[config.mk]
export PLATFORM = sky130hd
export DESIGN_NAME = mux4_rr_arbiter_flat
export DESIGN_NICKNAME = d
export VERILOG_FILES = /design/src/rtl/mux4_rr_arbiter_pkg.sv /design/src/rtl/mux4_rr_arbiter_if.sv /design/src/rtl/mux4_rr_arbiter_rr_pick4.sv /design/src/rtl/mux4_rr_arbiter.sv /design/src/flat_wrapper.sv
export SDC_FILE = /design/constraint.sdc
export NUM_CORES = 1
export LEC_CHECK = 0
export BUFFER_PORTS_ARGS = -buffer_cell sky130_fd_sc_hd__buf_2
export CAP_MARGIN = 20
export CORE_MARGIN = 5
export CORE_UTILIZATION = 41
export DETAILED_ROUTE_END_ITERATION = 10
export PLACE_DENSITY = 0.79
export SYNTH_ARGS = -nofsm -noshare
export SYNTH_HDL_FRONTEND = slang
export SYNTH_SLANG_ARGS = --single-unit
export TNS_END_PERCENT = 20
[constraint.sdc]
create_clock -name clk -period 1.7 [get_ports clk]
set_input_delay 0.085 -clock clk [delete_from_list [all_inputs] [get_ports clk]]
set_output_delay 0.085 -clock clk [all_outputs]
set_load 0.02 [all_outputs]
[src/rtl/mux4_rr_arbiter_pkg.sv]
// Shared constants for the 4:1 mux round-robin arbiter: FSM encodings,
// reset value of the last-winner pointer and the requester count.
package mux_arb_pkg;

  localparam int NREQ = 4;

  localparam logic [0:0] IDLE = 1'b0;
  localparam logic [0:0] FULL = 1'b1;

  // Last-winner pointer after reset; 2'b11 makes A the first candidate.
  localparam logic [1:0] PTR_RST = 2'b11;

  // One-hot vector for a requester index.
  function automatic logic [NREQ-1:0] onehot4(input logic [1:0] idx);
    return 4'b0001 << idx;
  endfunction

endpackage

[src/rtl/mux4_rr_arbiter_if.sv]
// Bus between the four producers / single consumer and the arbiter.
// slave = arbiter side, master = producer/consumer side.
interface mux4_rr_arbiter_if #(parameter int n = 4);
  import mux_arb_pkg::*;

  logic [NREQ-1:0] req;
  logic [n-1:0]    A;
  logic [n-1:0]    B;
  logic [n-1:0]    C;
  logic [n-1:0]    D;
  logic [NREQ-1:0] ack;
  logic [1:0]      S;
  logic [NREQ-1:0] grant;
  logic [n-1:0]    Y;
  logic            out_valid;
  logic            out_ready;

  modport slave (
    input  req, A, B, C, D, out_ready,
    output ack, S, grant, Y, out_valid
  );

  modport master (
    output req, A, B, C, D, out_ready,
    input  ack, S, grant, Y, out_valid
  );

endinterface

[src/rtl/mux4_rr_arbiter_rr_pick4.sv]
// Combinational winner selection over four eligible requests.
// Default: round-robin starting after the last winner.
// ARB_FIXED_PRIO_EN: fixed priority A>B>C>D, pointer ignored.
module rr_pick4
  import mux_arb_pkg::*;
(
  input  logic [NREQ-1:0] i_req,
  input  logic [1:0]      i_ptr,
  output logic [1:0]      o_winner,
  output logic            o_any
);

  assign o_any = |i_req;

`ifdef ARB_FIXED_PRIO_EN
  logic w_unused_ptr;
  assign w_unused_ptr = ^i_ptr;

  // Lowest requesting index wins; scan downward so the lowest overwrites last.
  always_comb begin
    o_winner = 2'b00;
    for (int k = NREQ - 1; k >= 0; k--) begin
      if (i_req[k]) o_winner = 2'(k);
    end
  end
`else
  // Scan from ptr+4 (the pointer itself, lowest priority) down to ptr+1 so
  // the nearest index after the last winner overwrites last and wins.
  always_comb begin
    o_winner = 2'b00;
    for (int k = NREQ; k >= 1; k--) begin
      if (i_req[2'(i_ptr + 2'(k))]) o_winner = 2'(i_ptr + 2'(k));
    end
  end
`endif

endmodule

[src/rtl/mux4_rr_arbiter.sv]
// Four requesters share one n-bit 4:1 mux; the winner's word is captured
// into Y and offered downstream with valid/ready. Back-to-back capture when
// the consumer accepts and another eligible request is pending.
// Optional macro ARB_FIXED_PRIO_EN selects fixed A>B>C>D priority.
module mux4_rr_arbiter
  import mux_arb_pkg::*;
#(
  parameter int n = 4
) (
  input  logic              clk,
  input  logic              rst,
  mux4_rr_arbiter_if.slave  bus
);

  logic [0:0]      r_state;
  logic [1:0]      r_ptr;
  logic [n-1:0]    r_y;
  logic [1:0]      r_s;
  logic [NREQ-1:0] r_grant;
  logic [NREQ-1:0] r_ack;

  logic [NREQ-1:0] w_elig;
  logic [1:0]      w_winner;
  logic            w_any;
  logic            w_take;
  logic [n-1:0]    w_word;

  // A request acknowledged this cycle is still high; keep it out of the race.
  assign w_elig = bus.req & ~r_ack;

  rr_pick4 u_pick (
    .i_req    (w_elig),
    .i_ptr    (r_ptr),
    .o_winner (w_winner),
    .o_any    (w_any)
  );

  // Capture whenever the output slot is free or being freed this cycle.
  assign w_take = w_any && ((r_state == IDLE) || bus.out_ready);

  // Shared 4:1 data mux driven by the current winner.
  always_comb begin
    w_word = bus.A;
    case (w_winner)
      2'd0:    w_word = bus.A;
      2'd1:    w_word = bus.B;
      2'd2:    w_word = bus.C;
      default: w_word = bus.D;
    endcase
  end

  // Arbitration FSM, output register and last-winner pointer.
  always_ff @(posedge clk or posedge rst) begin
    if (rst) begin
      r_state <= IDLE;
      r_ptr   <= PTR_RST;
      r_y     <= '0;
      r_s     <= 2'b00;
      r_grant <= '0;
      r_ack   <= '0;
    end else begin
      r_ack <= '0;
      if (w_take) begin
        r_state <= FULL;
        r_y     <= w_word;
        r_s     <= w_winner;
        r_grant <= onehot4(w_winner);
        r_ptr   <= w_winner;
        r_ack   <= onehot4(w_winner);
      end else if ((r_state == FULL) && bus.out_ready) begin
        r_state <= IDLE;
        r_grant <= '0;
      end
    end
  end

  assign bus.ack       = r_ack;
  assign bus.S         = r_s;
  assign bus.grant     = r_grant;
  assign bus.Y         = r_y;
  assign bus.out_valid = (r_state == FULL);

endmodule
[src/flat_wrapper.sv]
// flat-port wrapper written by rule: the top's interface ports become plain ports
module mux4_rr_arbiter_flat import mux_arb_pkg::*;
#(
  parameter int n = 4
)
  (clk, rst, bus_req, bus_A, bus_B, bus_C, bus_D, bus_out_ready, bus_ack, bus_S, bus_grant, bus_Y, bus_out_valid);
  mux4_rr_arbiter_if #(.n(n)) bus_i ();
  input  logic clk;
  input  logic rst;
  input wire logic [$bits(bus_i.req)-1:0] bus_req;
  input wire logic [$bits(bus_i.A)-1:0] bus_A;
  input wire logic [$bits(bus_i.B)-1:0] bus_B;
  input wire logic [$bits(bus_i.C)-1:0] bus_C;
  input wire logic [$bits(bus_i.D)-1:0] bus_D;
  input wire logic [$bits(bus_i.out_ready)-1:0] bus_out_ready;
  output wire logic [$bits(bus_i.ack)-1:0] bus_ack;
  output wire logic [$bits(bus_i.S)-1:0] bus_S;
  output wire logic [$bits(bus_i.grant)-1:0] bus_grant;
  output wire logic [$bits(bus_i.Y)-1:0] bus_Y;
  output wire logic [$bits(bus_i.out_valid)-1:0] bus_out_valid;
  assign bus_i.req = bus_req;
  assign bus_i.A = bus_A;
  assign bus_i.B = bus_B;
  assign bus_i.C = bus_C;
  assign bus_i.D = bus_D;
  assign bus_i.out_ready = bus_out_ready;
  assign bus_ack = bus_i.ack;
  assign bus_S = bus_i.S;
  assign bus_grant = bus_i.grant;
  assign bus_Y = bus_i.Y;
  assign bus_out_valid = bus_i.out_valid;
  mux4_rr_arbiter #(.n(n)) u_core (.clk(clk), .rst(rst), .bus(bus_i));
endmodule
=== Word-level counts from Yosys, hierarchy flattened ===
Index checks and enable logic that the tools add are counted.

* Bits in registers: 17
* Bits in latches: 0
* Memory bits (writable): 0
* ROM bits: 0
* Input port bits: 23
* Output and inout port bits: 15
* Word-level logic and storage cells: 43
* Memories kept: 0

* Add/subtract/negate cells: 3
* Multipliers: 0
* Div/mod/pow operators: 0
* $lt $le $gt $ge: 4
* Eq/ne operators: 2
* Shift operators: 1
* Muxes and demuxes: 18
* Bitwise logic cells: 3
* Reduce and logical (&&, ||, !) cells: 6

{| class="wikitable"
|+ Operator list
! kind !! number
|-
| $lt 2x3->1 const B || 4
|-
| $mux 4 || 3
|-
| $pmux 4 s3 || 1
|-
| $bmux 1 s2 || 4
|-
| $mux 2 || 4
|-
| $mux 1 || 6
|-
| $add 2x2->2 const B || 2
|-
| $and 4x4->4 || 1
|-
| $not 4->4 || 1
|-
| $reduce_or 4->1 || 1
|-
| $shl 1x2->4 const A || 1
|-
| $add 2x1->2 const B || 1
|-
| $eq 2x1->1 const B || 1
|-
| $eq 2x2->1 const B || 1
|-
| $logic_and 1x1->1 || 2
|-
| $logic_not 2->1 || 1
|-
| $reduce_bool 2->1 || 1
|-
| $logic_or 1x1->1 || 1
|-
| $not 1->1 || 1
|}

=== Logic depth before layout (Yosys ltp) ===
* Depth in word-level cells: 10
* Mapped depth: 7
* Gate-level depth less buffers: 6

=== Hierarchy ===
A second synthesis with hierarchy kept.

* Cells, all modules: 68
* Area, all modules: 833.3 sq um

{| class="wikitable"
|+ Modules (own cells, without submodules)
! module !! instances !! cells each !! area an instance (sq um) !! sequential area each (sq um)
|-
| mux4_rr_arbiter || 1 || 54 || 742.0 || 427.9
|-
| rr_pick4 || 1 || 14 || 91.3 || 0.0
|}

=== Worst setup path before layout ===
Ideal clock, no wire load.

* Kind: register to register
* Start: reg u_core.r_ack[1] (netlist: u_core.bus.ack[1])
* End: reg u_core.r_y[0] (netlist: u_core.bus.Y[0])
* Arrival: 1.650 ns
* Data required time: 1.608 ns
* Slack: -0.042 ns
* Stages on the path, launching flop included: 8
* Period minus slack after synthesis: 1.742 ns
* Path through: dfrtp_1 > nand2b_1 > o32ai_2 > a21oi_4 > buf_6 > mux2i_1 > and2_1 > o31ai_2

* Word-level cells in the longest chain between the ends: 10

{| class="wikitable"
|+ Ends and longest elaborated chain
! what !! RTL line !! RTL
|-
| start: declaration || mux4_rr_arbiter.sv:20 || <nowiki>logic [NREQ-1:0] r_ack;</nowiki>
|-
| start signal: assignment || mux4_rr_arbiter.sv:69 || <nowiki>r_ack <= onehot4(w_winner);</nowiki>
|-
| $not 4->4 * || mux4_rr_arbiter.sv:29 || <nowiki>assign w_elig = bus.req & ~r_ack;</nowiki>
|-
| $and 4x4->4 * || mux4_rr_arbiter.sv:29 ||
|-
| $bmux 1 s2 || mux4_rr_arbiter_rr_pick4.sv:32 || <nowiki>if (i_req[2'(i_ptr + 2'(k))]) o_winner = 2'(i_ptr + 2'(k));</nowiki>
|-
| $mux 1 (not written as such) || mux4_rr_arbiter_rr_pick4.sv:32 ||
|-
| $mux 2 (4 in series) || mux4_rr_arbiter_rr_pick4.sv:32 ||
|-
| $eq 2x2->1 (tied with other cells) || mux4_rr_arbiter.sv:44 || <nowiki>case (w_winner)</nowiki>
|-
| $pmux 4 s3 || mux4_rr_arbiter.sv:44 ||
|-
| end signal: assignment || mux4_rr_arbiter.sv:65 || <nowiki>r_y <= w_word;</nowiki>
|-
| end: declaration || mux4_rr_arbiter.sv:17 || <nowiki>logic [n-1:0] r_y;</nowiki>
|}

Every way passes the cells marked *; elsewhere a longest branch is shown, timed or not. The select of a mux whose other input is x is not followed.
A chain may end at the register's enable or synchronous reset.

=== Worst setup path after layout ===
* Start: reg u_core.r_ack[1] (netlist: u_core.bus.ack[1])
* End: reg u_core.r_y[2] (netlist: u_core.bus.Y[2])

Same word-level chain as after synthesis.

==> key figures <==
Routing
  – Number of nets with antenna violations after detailed routing: 0
  – Routed via count divided by cell count: 5.26
  – Drt total wl: 2.25 mm
  – Routed vias: 852
  – Routed length per instance: 13.9 um
  – Post-route DRC: 0
  – Number of DRC violations after detailed-routing iteration 0: 14
  – Router iterations before antenna repair: 4

Job
  – Maximum capacitance violations: 0

Clocking
  – CTS Buf Count: 3
  – CTS sink count: 17
  – Clock tree root driver cell: sky130_fd_sc_hd__clkbuf_4
  – Clock buffer depth: 2
  – Clock insertion delay at the later pin of the skew report: 0.29 ns
  – CTS H-Tree Depth: 1
  – Reg clk slew, reported paths: 0.09 ns
  – TritonCTS clock tree: yes

Critical path
  – Data required time of the worst path: 1.90 ns
  – Critical path class: flop to flop
  – Worst-path fanout max: 9
  – Category of the worst setup path capture point: flop
  – Kind of cell adding the most delay to the critical path: compound AO/OA/AOI/OAI gates
  – Category of the worst setup path launch point: flop
  – Cell-by-cell listing of the critical path: nand2b_4 > o32ai_2 > a21oi_4 > buf_12 > mux2i_1 > and2_1 > o31ai_2
  – Critical path buffers and inverters: 1
  – Critical path data arrival time: 1.90 ns
  – Worst path slowest cell: sky130_fd_sc_hd__dfrtp_1
  – Delay of the slowest cell on the worst path: 0.41 ns

Placed design
  – Count of buffers from port buffering: 37
  – Final RePlAce weighted congestion: 0.789
  – Placed cell count: 154
  – Pre-CTS setup slack: -0.0565 ns
  – DPL Wire Length: 1.72 mm
  – Cell Area, Placed: 1130 um2

Yosys
  – Gate count of the mapped netlist: 87
  – Area fraction in compound gates after synthesis: 0.213
  – Number of distinct standard cells referenced by the synthesized netlist: 31
  – Post-synthesis mux area share: 0.0460
  – Flops & latches, synth: 17
  – Synth Area in Adders: 0
  – Number of flops mapped to enable cells by yosys: 0
  – Yosys warns: 0
  – Dominant synthesized flop cell: sky130_fd_sc_hd__dfrtp_1
  – Post-Syn Area: 871 um2
  – Parity-gate share of the synthesized area counting xor and xnor cells: 0
  – Syn avg cell area: 10.0 um2
  – Number of nets in the synthesized netlist: 110
  – Synth async-reset ratio: 1.00
  – Simple-gate portion of the synthesized area: 0.216
  – Register area share after synthesis: 0.491
  – Main combinational cell family by area after synthesis: simple AND/OR/NAND/NOR gates

Final layout
  – Number of antenna repair diodes: 0
  – Final #Nets: 159
  – Synthesis-to-layout area growth: 42.0%
  – Most used cells in the layout excluding fill and tap cells: sky130_fd_sc_hd__buf_2 (38), sky130_fd_sc_hd__dfrtp_1 (15), sky130_fd_sc_hd__nand2_1 (13)
  – Multi-input logic area: 468 um2
  – Most common cell after layout, fill and taps aside: sky130_fd_sc_hd__buf_2
  – Layout cells sized above 1: 0.496
  – Final Instance Count excl. Fillers: 162
  – Filler cell count: 187
  – Sequential cell area: 428 um2
  – Summed area of non-filler cells in the final layout: 1240 um2

STA
  – Hold violation count in the final report: 0
  – Final critical-path setup slack: 0.00492 ns
  – FMAX: 590 MHz
  – Relative slew slack: 0.573
  – Maximum clock skew at final layout: 0.000761 ns
  – Tightest Pin Transition: 0.639 ns
  – Period Utilization, post-route: 0.997
  – Min Clock Period, post-route: 1.70 ns
  – Max Slew Vio Count: 0
  – RSZ-0062 raised after global routing: true
  – Total setup violations reported at the end of the flow: 0

Floorplan
  – Area of the core: 2000 um2
  – Number of primary I/O pins: 38
  – Die outline height: 56.1 um
  – Number of placement rows: 16
  – Die footprint: 3150 um2
  – Die span in x: 56.1 um
  – Starting Density: 0.435

GRT
  – Maximum number of pins on one net before global-route repair: 18
  – Initial antenna violation count: 0
  – Total Routing Usage GR: 0.158
  – Number of global-route vias before repair: 899
  – First-pass GRT wire length: 3.96 mm
  – Remaining global-route overflow: 0

Power
  – P per Cell Area: 1720 nW/um2
  – Peak supply drop: 0.910 mV
  – Pleak: 0.000636 uW

Outcome
  – Result of the run: completed

Worst hold path
  – Hold Crit Class: primary input to flop
-- stage by stage --
stage               setup TNS, ns  power, uW   util  hold WS, ns
floorplan                       0       1430      -      0.00961
global placement                0       1720  0.563        0.185
detailed placement         -0.126       1750  0.563        0.202
CTS                             0       2110  0.610        0.113
global route               -0.267       2260  0.618        0.136
finish                          0       2120  0.618        0.115
-- registers in the layout (all words and copies together) (netlist names) --
name	count
u_core.bus.Y	4
u_core.bus.S	2
u_core.bus.grant	4
u_core.bus.out_valid	1
u_core.bus.ack	4
u_core.r_ptr	2
-- cells in the mapped netlist (2+ instances only) --
library cell | count | area [um2]
sky130_fd_sc_hd__o31ai_1 | 3 | 22.5
sky130_fd_sc_hd__nor3_1 | 5 | 25.0
sky130_fd_sc_hd__dfrtp_1 | 15 | 375
sky130_fd_sc_hd__and2_1 | 4 | 25.0
sky130_fd_sc_hd__mux2i_1 | 4 | 40.0
sky130_fd_sc_hd__nor2_1 | 4 | 15.0
sky130_fd_sc_hd__dfstp_2 | 2 | 52.6
sky130_fd_sc_hd__o21ai_0 | 6 | 30.0
sky130_fd_sc_hd__inv_1 | 2 | 7.51
sky130_fd_sc_hd__nand2b_1 | 3 | 18.8
sky130_fd_sc_hd__a21o_1 | 3 | 22.5
sky130_fd_sc_hd__nor2b_1 | 2 | 12.5
sky130_fd_sc_hd__nand2_1 | 14 | 52.6
sky130_fd_sc_hd__a2bb2oi_1 | 2 | 17.5
sky130_fd_sc_hd__and2b_1 | 2 | 15.0
-- cells by family (layout without fill, tap and decap cells) --
group,after synthesis,after routing
buffers and inverters,5,53
flip-flops,17,17
AND/OR/NAND/NOR,38,38
AO/OA/AOI/OAI,23,23
multiplexers,4,4
-- where the power goes --
part           internal [uW]  switching (uW)
registers                592             116
clock network           91.4             121
logic                    530             670
total                   1210             907
-- area by class of cell --
type / count / share of cell area
clock buffer: 4 / 0.0213
inverter: 2 / 0.00607
multi-input combinational: 65 / 0.379
sequential: 17 / 0.346
tap: 27 / 0.0273
timing repair buffer: 47 / 0.221
-- worst paths after layout --
kind,start,cells after the start,slack [ns],end
max,u_core.bus.ack[1],7,0.005,u_core.bus.Y[2]
min,bus_req[1],3,0.11,u_core.bus.out_valid
max reg2reg,u_core.bus.ack[1],7,0.005,u_core.bus.Y[2]
min reg2reg,u_core.bus.S[1],2,0.48,u_core.bus.S[1]
max in group asynchronous,rst,3,0.88,u_core.bus.S[1]
min in group asynchronous,rst,3,0.41,u_core.bus.out_valid
-- worst register-to-register path: cells and delay by family (launching register included) --
| family | cells | cell delay [ns] |
|---|---|---|
| DFF | 1 | 0.41 |
| muxes | 1 | 0.11 |
| and+or+nand+nor | 2 | 0.34 |
| AOI/OAI and AO/OA | 3 | 0.59 |
| buffers and inverters | 1 | 0.15 |
-- layer usage --
| layer | track usage | share of wire | vias to the layer above |
|---|---|---|---|
| met5 | 0 | 0 | - |
| met4 | 0.0610 | 0.017 | 0 |
| met3 | 0.0394 | 0.080 | 5 |
| met2 | 0.270 | 0.52 | 31 |
| met1 | 0.188 | 0.39 | 411 |
| li1 | - | - | 405 |
-- what timing repair did --
item                                    CTS  global route
gates resized for setup                   8             8
endpoints found under the hold margin    15             0
pin swaps                                 1             1
hold buffers                              1             0
endpoints found under the setup margin    5            14
gates cloned                              1             0
setup buffers                             2             0
Note: power is estimated with default switching activity, not from simulation.
